$ cat config.mk
export PLATFORM = sky130hd
export DESIGN_NAME = xcpt_trap_sequencer_flat
export DESIGN_NICKNAME = d
export VERILOG_FILES = /design/src/rtl/xcpt_seq_pkg.sv /design/src/rtl/xcpt_trap_sequencer_if.sv /design/src/rtl/xcpt_prio_sel.sv /design/src/rtl/xcpt_trap_sequencer.sv /design/src/flat_wrapper.sv
export SDC_FILE = /design/constraint.sdc
export NUM_CORES = 1
export LEC_CHECK = 0
export CAP_MARGIN = 20
export CORE_AREA = 2 2 506 508
export DETAILED_ROUTE_END_ITERATION = 8
export DIE_AREA = 0 0 508 510
export HOLD_SLACK_MARGIN = 0.05
export PLACE_DENSITY_LB_ADDON = 0.12
export SLEW_MARGIN = 20
export SYNTH_ARGS = -nofsm -noshare
export SYNTH_HDL_FRONTEND = slang
export SYNTH_SLANG_ARGS = --single-unit
export TNS_END_PERCENT = 20
$ cat constraint.sdc
create_clock -name clk_i -period 3.73 [get_ports clk_i]
set_input_delay 0.5595 -clock clk_i [delete_from_list [all_inputs] [get_ports clk_i]]
set_output_delay 0.5595 -clock clk_i [all_outputs]
set_load 0.05 [all_outputs]
$ cat src/rtl/xcpt_seq_pkg.sv
// Shared encodings for the machine-mode trap entry sequencer: FSM states,
// trap CSR addresses and mtvec mode values.
package xcpt_seq_pkg;

  localparam logic [2:0] ST_IDLE     = 3'd0;
  localparam logic [2:0] ST_WR_EPC   = 3'd1;
  localparam logic [2:0] ST_WR_CAUSE = 3'd2;
  localparam logic [2:0] ST_WR_TVAL  = 3'd3;
  localparam logic [2:0] ST_FLUSH    = 3'd4;
  localparam logic [2:0] ST_REDIRECT = 3'd5;

  typedef enum logic [2:0] {
    IDLE     = ST_IDLE,
    WR_EPC   = ST_WR_EPC,
    WR_CAUSE = ST_WR_CAUSE,
    WR_TVAL  = ST_WR_TVAL,
    FLUSH    = ST_FLUSH,
    REDIRECT = ST_REDIRECT
  } state_t;

  localparam logic [11:0] MEPC   = 12'h341;
  localparam logic [11:0] MCAUSE = 12'h342;
  localparam logic [11:0] MTVAL  = 12'h343;

  localparam logic [1:0] DIRECT   = 2'd0;
  localparam logic [1:0] VECTORED = 2'd1;

endpackage

$ cat src/rtl/xcpt_trap_sequencer_if.sv
// Bundle of the commit-side exception inputs, the CSR write port, the flush
// handshake and the fetch redirect strobe around the trap sequencer.
interface xcpt_trap_sequencer_if #(
  parameter int XLEN    = 64,
  parameter int NUM_SRC = 8
);
  // Handshakes: csr_wr_req_o / flush_req_o stay high with stable payload until
  // the matching ack is sampled high on a rising edge; an ack with no request
  // pending is ignored. redirect_valid_o is a single-cycle strobe, no ack.
  logic [NUM_SRC-1:0]      xcpt_valid_i;
  logic [NUM_SRC*XLEN-1:0] xcpt_cause_i;
  logic [NUM_SRC*XLEN-1:0] xcpt_tval_i;
  logic [XLEN-1:0]         xcpt_pc_i;
  logic [XLEN-1:0]         mtvec_i;
  logic                    busy_o;
  logic                    csr_wr_req_o;
  logic [11:0]             csr_wr_addr_o;
  logic [XLEN-1:0]         csr_wr_data_o;
  logic                    csr_wr_ack_i;
  logic                    flush_req_o;
  logic                    flush_ack_i;
  logic                    redirect_valid_o;
  logic [XLEN-1:0]         redirect_pc_o;

  modport master (
    input  xcpt_valid_i, xcpt_cause_i, xcpt_tval_i, xcpt_pc_i, mtvec_i,
    input  csr_wr_ack_i, flush_ack_i,
    output busy_o, csr_wr_req_o, csr_wr_addr_o, csr_wr_data_o,
    output flush_req_o, redirect_valid_o, redirect_pc_o
  );

  modport slave (
    output xcpt_valid_i, xcpt_cause_i, xcpt_tval_i, xcpt_pc_i, mtvec_i,
    output csr_wr_ack_i, flush_ack_i,
    input  busy_o, csr_wr_req_o, csr_wr_addr_o, csr_wr_data_o,
    input  flush_req_o, redirect_valid_o, redirect_pc_o
  );
endinterface

$ cat src/rtl/xcpt_prio_sel.sv
// Fixed-priority exception selector: the lowest-index valid source wins;
// all outputs are zero when nothing is valid.
module xcpt_prio_sel #(
  parameter int NUM_SRC = 8,
  parameter int XLEN    = 64
) (
  input  logic [NUM_SRC-1:0]      valid,
  input  logic [NUM_SRC*XLEN-1:0] cause,
  input  logic [NUM_SRC*XLEN-1:0] tval,
  output logic                    any_valid,
  output logic [XLEN-1:0]         sel_cause,
  output logic [XLEN-1:0]         sel_tval
);

  // Scan from the top down so the lowest asserted index is written last.
  always_comb begin
    any_valid = |valid;
    sel_cause = '0;
    sel_tval  = '0;
    for (int i = NUM_SRC - 1; i >= 0; i--) begin
      if (valid[i]) begin
        sel_cause = cause[i*XLEN +: XLEN];
        sel_tval  = tval[i*XLEN +: XLEN];
      end
    end
  end

endmodule

$ cat src/rtl/xcpt_trap_sequencer.sv
// Machine-mode trap entry: latch the winning exception, write mepc/mcause/mtval
// over the shared CSR port, flush the pipeline, then redirect fetch to mtvec.
module xcpt_trap_sequencer
  import xcpt_seq_pkg::*;
#(
  parameter int XLEN    = 64,
  parameter int NUM_SRC = 8
) (
  input  logic                  clk_i,
  input  logic                  rstn_i,
  xcpt_trap_sequencer_if.master bus,
  output state_t                dbg_state_o
);

  state_t          state_q;
  logic [XLEN-1:0] pc_q, cause_q, tval_q;
  logic            csr_req_q, flush_req_q, redirect_valid_q;
  logic [11:0]     csr_addr_q;
  logic [XLEN-1:0] csr_data_q, redirect_pc_q;

  logic            any_valid;
  logic [XLEN-1:0] sel_cause, sel_tval;
  logic [XLEN-1:0] vec_base, vec_off, trap_target;

  xcpt_prio_sel #(.NUM_SRC(NUM_SRC), .XLEN(XLEN)) u_prio_sel (
    .valid     (bus.xcpt_valid_i),
    .cause     (bus.xcpt_cause_i),
    .tval      (bus.xcpt_tval_i),
    .any_valid (any_valid),
    .sel_cause (sel_cause),
    .sel_tval  (sel_tval)
  );

  // Vectored mode only offsets interrupts; the shift drops the top cause bits.
  assign vec_base    = {bus.mtvec_i[XLEN-1:2], 2'b00};
  assign vec_off     = {cause_q[XLEN-3:0], 2'b00};
  assign trap_target = (bus.mtvec_i[1:0] == VECTORED && cause_q[XLEN-1])
                       ? vec_base + vec_off : vec_base;

  // The target is registered on the flush-ack edge so the redirect strobe
  // leaves a flop rather than a combinational path from mtvec_i.
  always_ff @(posedge clk_i or negedge rstn_i) begin
    if (!rstn_i) begin
      state_q          <= IDLE;
      pc_q             <= '0;
      cause_q          <= '0;
      tval_q           <= '0;
      csr_req_q        <= 1'b0;
      csr_addr_q       <= '0;
      csr_data_q       <= '0;
      flush_req_q      <= 1'b0;
      redirect_valid_q <= 1'b0;
      redirect_pc_q    <= '0;
    end else begin
      case (state_q)
        IDLE: begin
          if (any_valid) begin
            pc_q       <= bus.xcpt_pc_i;
            cause_q    <= sel_cause;
            tval_q     <= sel_tval;
            csr_req_q  <= 1'b1;
            csr_addr_q <= MEPC;
            csr_data_q <= bus.xcpt_pc_i;
            state_q    <= WR_EPC;
          end
        end
        WR_EPC: begin
          if (bus.csr_wr_ack_i) begin
            csr_addr_q <= MCAUSE;
            csr_data_q <= cause_q;
            state_q    <= WR_CAUSE;
          end
        end
        WR_CAUSE: begin
          if (bus.csr_wr_ack_i) begin
            csr_addr_q <= MTVAL;
            csr_data_q <= tval_q;
            state_q    <= WR_TVAL;
          end
        end
        WR_TVAL: begin
          if (bus.csr_wr_ack_i) begin
            csr_req_q   <= 1'b0;
            csr_addr_q  <= '0;
            csr_data_q  <= '0;
            flush_req_q <= 1'b1;
            state_q     <= FLUSH;
          end
        end
        FLUSH: begin
          if (bus.flush_ack_i) begin
            flush_req_q      <= 1'b0;
            redirect_valid_q <= 1'b1;
            redirect_pc_q    <= trap_target;
            state_q          <= REDIRECT;
          end
        end
        REDIRECT: begin
          redirect_valid_q <= 1'b0;
          redirect_pc_q    <= '0;
          state_q          <= IDLE;
        end
        default: state_q <= IDLE;
      endcase
    end
  end

  assign bus.busy_o           = (state_q != IDLE);
  assign bus.csr_wr_req_o     = csr_req_q;
  assign bus.csr_wr_addr_o    = csr_addr_q;
  assign bus.csr_wr_data_o    = csr_data_q;
  assign bus.flush_req_o      = flush_req_q;
  assign bus.redirect_valid_o = redirect_valid_q;
  assign bus.redirect_pc_o    = redirect_pc_q;
  assign dbg_state_o          = state_q;

endmodule

$ cat src/flat_wrapper.sv
// flat-port wrapper written by rule: the top's interface ports become plain ports
module xcpt_trap_sequencer_flat import xcpt_seq_pkg::*;
#(
  parameter int XLEN    = 64,
  parameter int NUM_SRC = 8
)
  (clk_i, rstn_i, dbg_state_o, bus_xcpt_valid_i, bus_xcpt_cause_i, bus_xcpt_tval_i, bus_xcpt_pc_i, bus_mtvec_i, bus_csr_wr_ack_i, bus_flush_ack_i, bus_busy_o, bus_csr_wr_req_o, bus_csr_wr_addr_o, bus_csr_wr_data_o, bus_flush_req_o, bus_redirect_valid_o, bus_redirect_pc_o);
  xcpt_trap_sequencer_if #(.XLEN(XLEN), .NUM_SRC(NUM_SRC)) bus_i ();
  input  logic clk_i;
  input  logic rstn_i;
  output state_t dbg_state_o;
  input wire logic [$bits(bus_i.xcpt_valid_i)-1:0] bus_xcpt_valid_i;
  input wire logic [$bits(bus_i.xcpt_cause_i)-1:0] bus_xcpt_cause_i;
  input wire logic [$bits(bus_i.xcpt_tval_i)-1:0] bus_xcpt_tval_i;
  input wire logic [$bits(bus_i.xcpt_pc_i)-1:0] bus_xcpt_pc_i;
  input wire logic [$bits(bus_i.mtvec_i)-1:0] bus_mtvec_i;
  input wire logic [$bits(bus_i.csr_wr_ack_i)-1:0] bus_csr_wr_ack_i;
  input wire logic [$bits(bus_i.flush_ack_i)-1:0] bus_flush_ack_i;
  output wire logic [$bits(bus_i.busy_o)-1:0] bus_busy_o;
  output wire logic [$bits(bus_i.csr_wr_req_o)-1:0] bus_csr_wr_req_o;
  output wire logic [$bits(bus_i.csr_wr_addr_o)-1:0] bus_csr_wr_addr_o;
  output wire logic [$bits(bus_i.csr_wr_data_o)-1:0] bus_csr_wr_data_o;
  output wire logic [$bits(bus_i.flush_req_o)-1:0] bus_flush_req_o;
  output wire logic [$bits(bus_i.redirect_valid_o)-1:0] bus_redirect_valid_o;
  output wire logic [$bits(bus_i.redirect_pc_o)-1:0] bus_redirect_pc_o;
  assign bus_i.xcpt_valid_i = bus_xcpt_valid_i;
  assign bus_i.xcpt_cause_i = bus_xcpt_cause_i;
  assign bus_i.xcpt_tval_i = bus_xcpt_tval_i;
  assign bus_i.xcpt_pc_i = bus_xcpt_pc_i;
  assign bus_i.mtvec_i = bus_mtvec_i;
  assign bus_i.csr_wr_ack_i = bus_csr_wr_ack_i;
  assign bus_i.flush_ack_i = bus_flush_ack_i;
  assign bus_busy_o = bus_i.busy_o;
  assign bus_csr_wr_req_o = bus_i.csr_wr_req_o;
  assign bus_csr_wr_addr_o = bus_i.csr_wr_addr_o;
  assign bus_csr_wr_data_o = bus_i.csr_wr_data_o;
  assign bus_flush_req_o = bus_i.flush_req_o;
  assign bus_redirect_valid_o = bus_i.redirect_valid_o;
  assign bus_redirect_pc_o = bus_i.redirect_pc_o;
  xcpt_trap_sequencer #(.XLEN(XLEN), .NUM_SRC(NUM_SRC)) u_core (.clk_i(clk_i), .rstn_i(rstn_i), .bus(bus_i), .dbg_state_o(dbg_state_o));
endmodule
==> results.cfg <==
[drt]
drt_wl_cell_um = 28.56
detailedRoute.firstPassIterationCount = 5
drt_iter0_drc = 1803
dr_total_vias = 29921
wirelength_mm = 228.0
route.detailed.vias_per_inst = 3.749
detail_route.drc_violations = 0
ant_nets = 0

[yosys]
synthAdderAreaFrac_pct = 3.392
synth_warnings = 0
xor_and_xnor_area_share_after_synthesis_pct = 2.010
synth-compound-area-share_pct = 29.94
prevailing_post_synth_register_cell = dfrtp_1
asyncSetResetFlopFracSynth_pct = 100.0
netlist_area_um2 = 23090
synth_area_leaders = dfrtp_1, mux2i_1, a21oi_1
synth_top_area_cell = dfrtp_1
synth_top_family_by_area = compound AO/OA/AOI/OAI gates
avgSynthCellArea_um2 = 7.356
netlist_instances = 3139
simple_logic_cell_fraction_of_the_synthesized_area_pct = 19.71
synth_cell_types = 62
synth_enable_flop_cells = 0
post-synth-top-area-fraction_pct = 28.50
post_synth_mux_area_share_pct = 11.23
ffs_latches_synth = 263
yosysSeqAreaShare_pct = 28.50

[critical_path]
timing.critical_path.required_ns = 4.26
cp.arrival_ns = 4.23
critical_path_maximum_fanout = 13
critical_path_class = in -> reg
critical_path.endpoint_type = flip-flop
setup.reg_to_reg.worst_slack_ns = 0.38
crit_path_start_kind = input pin

[pwr]
ir_drop_uv = 324.8
p_per_area_nw_per_um2 = 618.5
power_leakage_uw = 0.01693

[final_layout]
mostFrequentLayoutCells = clkdlybuf4s50_1, a21oi_1, o21ai_0
final_layout_size_suffix_gt1_share_pct = 9.744
sequential_cell_area_um2 = 6585
final_net_count = 5775
nFillCells = 28816
postLayoutCellArea_um2 = 43720
multiInputGateArea_um2 = 15400
area_delta_synth_final_pct = 89.35
layout_commonest_cell = clkdlybuf4s50_1

[timing]
grt_setup_unrepaired = no
setup_tns_ns = 0
final_setup_violation_count = 0
skew_ns = 0.02465
min_period_ns = 3.700
remaining_max_slew_budget_at_the_tightest_pin_pct = 28.37
worst_margin_slew_ns = 1.066
achievable-frequency_ghz = 0.2703
final-max-slew-violation-count = 0
min_period_over_period_pct = 99.18
timing.final.hold_violations = 0

[floorplanning]
floorplan.die.height_um = 510
io-pin-count = 1311
core_area_um2 = 253500
placementRows = 185
floorplan.die.width_um = 508
initial_core_util_pct = 9.110
dieArea_um2 = 259100

[global_routing]
overflow = 0
maximum_number_of_pins_on_one_net_before_global_route_repair = 115
antenna_found_initial = 149
global_route_wire_length_before_repair_mm = 293.3
grt_pass1_vias = 30798
track_usage_pct = 16.81

[outcome]
outcome = complete, no violations

[clock_tree]
ctsRootBufferMaster = clkbuf_16
cts_setup_buffers = 0
clk_latency_ns = 0.62
clk_path_buf_depth = 3
cts.clk_slew.worst_paths_ns = 0.06
cts.htree.levels = 2
tritoncts.num_buffers = 38
tritoncts = done
tritoncts_num_sinks = 263

[placed_design]
detailedPlacementHpwl_mm = 195.7
dpl-instance-area_um2 = 42310
place_congestion = 0.8905
portBuffers = 1301

[hold_path]
hp-class = in -> reg

[flow_run]
cap_violations = 0
cell usage after synthesis, types with 5 or more instances:
| library cell | number |
|---|---|
| a211oi_1 | 7 |
| a21o_1 | 32 |
| a21oi_1 | 478 |
| a221oi_1 | 128 |
| a22o_1 | 5 |
| a22oi_1 | 100 |
| a31oi_1 | 7 |
| and3_1 | 5 |
| buf_1 | 38 |
| buf_4 | 11 |
| clkbuf_1 | 243 |
| dfrtp_1 | 263 |
| ha_1 | 61 |
| inv_1 | 16 |
| mux2i_1 | 259 |
| nand2_1 | 344 |
| nand2b_1 | 10 |
| nand3_1 | 15 |
| nand4_1 | 15 |
| nor2_1 | 327 |
| nor2b_1 | 134 |
| nor3_1 | 136 |
| o211ai_1 | 5 |
| o21a_1 | 8 |
| o21ai_0 | 352 |
| o21bai_1 | 12 |
| or3_1 | 9 |
| or4_1 | 5 |
| xnor2_1 | 27 |
| xor2_1 | 26 |
state kept, by name, summed over array words and instances, names as in the netlist:
| name | cells |
|---|---|
| u_core.dbg_state_o | 3 |
| u_core.bus.csr_wr_data_o | 64 |
| u_core.bus.flush_req_o | 1 |
| u_core.bus.csr_wr_addr_o | 3 |
| u_core.bus.csr_wr_req_o | 1 |
| u_core.bus.redirect_valid_o | 1 |
| u_core.cause_q | 64 |
| u_core.bus.redirect_pc_o | 62 |
| u_core.tval_q | 64 |
what timing repair did:
item	in CTS	in global routing
pin swaps	0	0
hold buffers	1	0
setup endpoints to repair	1	2
gates resized for setup	1	2
endpoints found under the hold margin	35	0
report_power, final:
part | internal [uW] | switching, uW | total (uW)
registers | 4270 | 1650 | 5920
logic | 6710 | 10500 | 17200
clock network | 2290 | 1670 | 3950
cell families (layout without fill, tap and decap cells):
kind of cell | Yosys count | after routing
compound gates | 1171 | 1171
xor+xnor | 53 | 53
fa+ha+maj | 62 | 62
buf+inv | 309 | 1739
flops | 263 | 263
mux | 259 | 259
other cells | 1 | 48
simple gates | 1021 | 1021
critical path, stage by stage:
cell and delay (ns):
clkdlybuf4s50_1 0.50, nor2b_4 0.32, buf_12 0.22, buf_4 0.24, a221oi_1 0.12, nor3_1 0.77
buf_4 0.27, a21oi_1 0.07, o21ai_0 0.16, mux2i_1 0.09, o21ai_0 0.35, buf_4 0.18
mux2i_1 0.13, a21oi_1 0.22
metrics by stage:
stage / hold slack, ns / power [uW] / utilization, % / worst slack (ns) / cells
finish: 0.3935 / 27040 / 17.25 / 0.03042 / 7982
global route: 0.3966 / 29090 / 17.23 / 0.03019 / 7960
CTS: 0.3469 / 27690 / 17.21 / 0.03618 / 7943
detailed placement: 0.4651 / 23500 / 16.69 / -0.8619 / 7874
global placement: 0.4664 / 23520 / 16.69 / -0.8695 / 7873
floorplan: 0.2639 / 14510 / - / 0.7744 / 3147
routing by layer:
metal / GRT usage [%] / vias to the layer above / part of all wire, %
met5: 0 / - / 0.19
met4: 2.935 / 64 / 1.6
met3: 4.244 / 246 / 6.6
met2: 28.04 / 1104 / 47
met1: 21.94 / 14259 / 44
li1: - / 14248 / -
worst paths after layout:
path	cells past startpoint	to	from
worst max-delay path	14	u_core.cause_q[51]	bus_xcpt_valid_i[7]
worst min-delay path	3	u_core.cause_q[33]	bus_xcpt_valid_i[0]
worst max register to register	12	u_core.bus.redirect_pc_o[61]	u_core.cause_q[16]
worst min register to register	2	u_core.bus.redirect_pc_o[2]	u_core.bus.redirect_pc_o[2]
max in group asynchronous	3	u_core.cause_q[35]	rstn_i
min in group asynchronous	2	u_core.bus.redirect_pc_o[54]	rstn_i
layout make-up:
type / count / share of cell area [%]
antenna: 39 / 0.2232
clock buffer: 55 / 2.621
clock inverter: 13 / 0.3463
inverter: 16 / 0.1374
multi-input combinational: 2575 / 35.22
sequential: 263 / 15.06
tap: 3366 / 9.633
timing repair buffer: 1655 / 36.76
No activity file was read; power rests on OpenSTA's default activity.
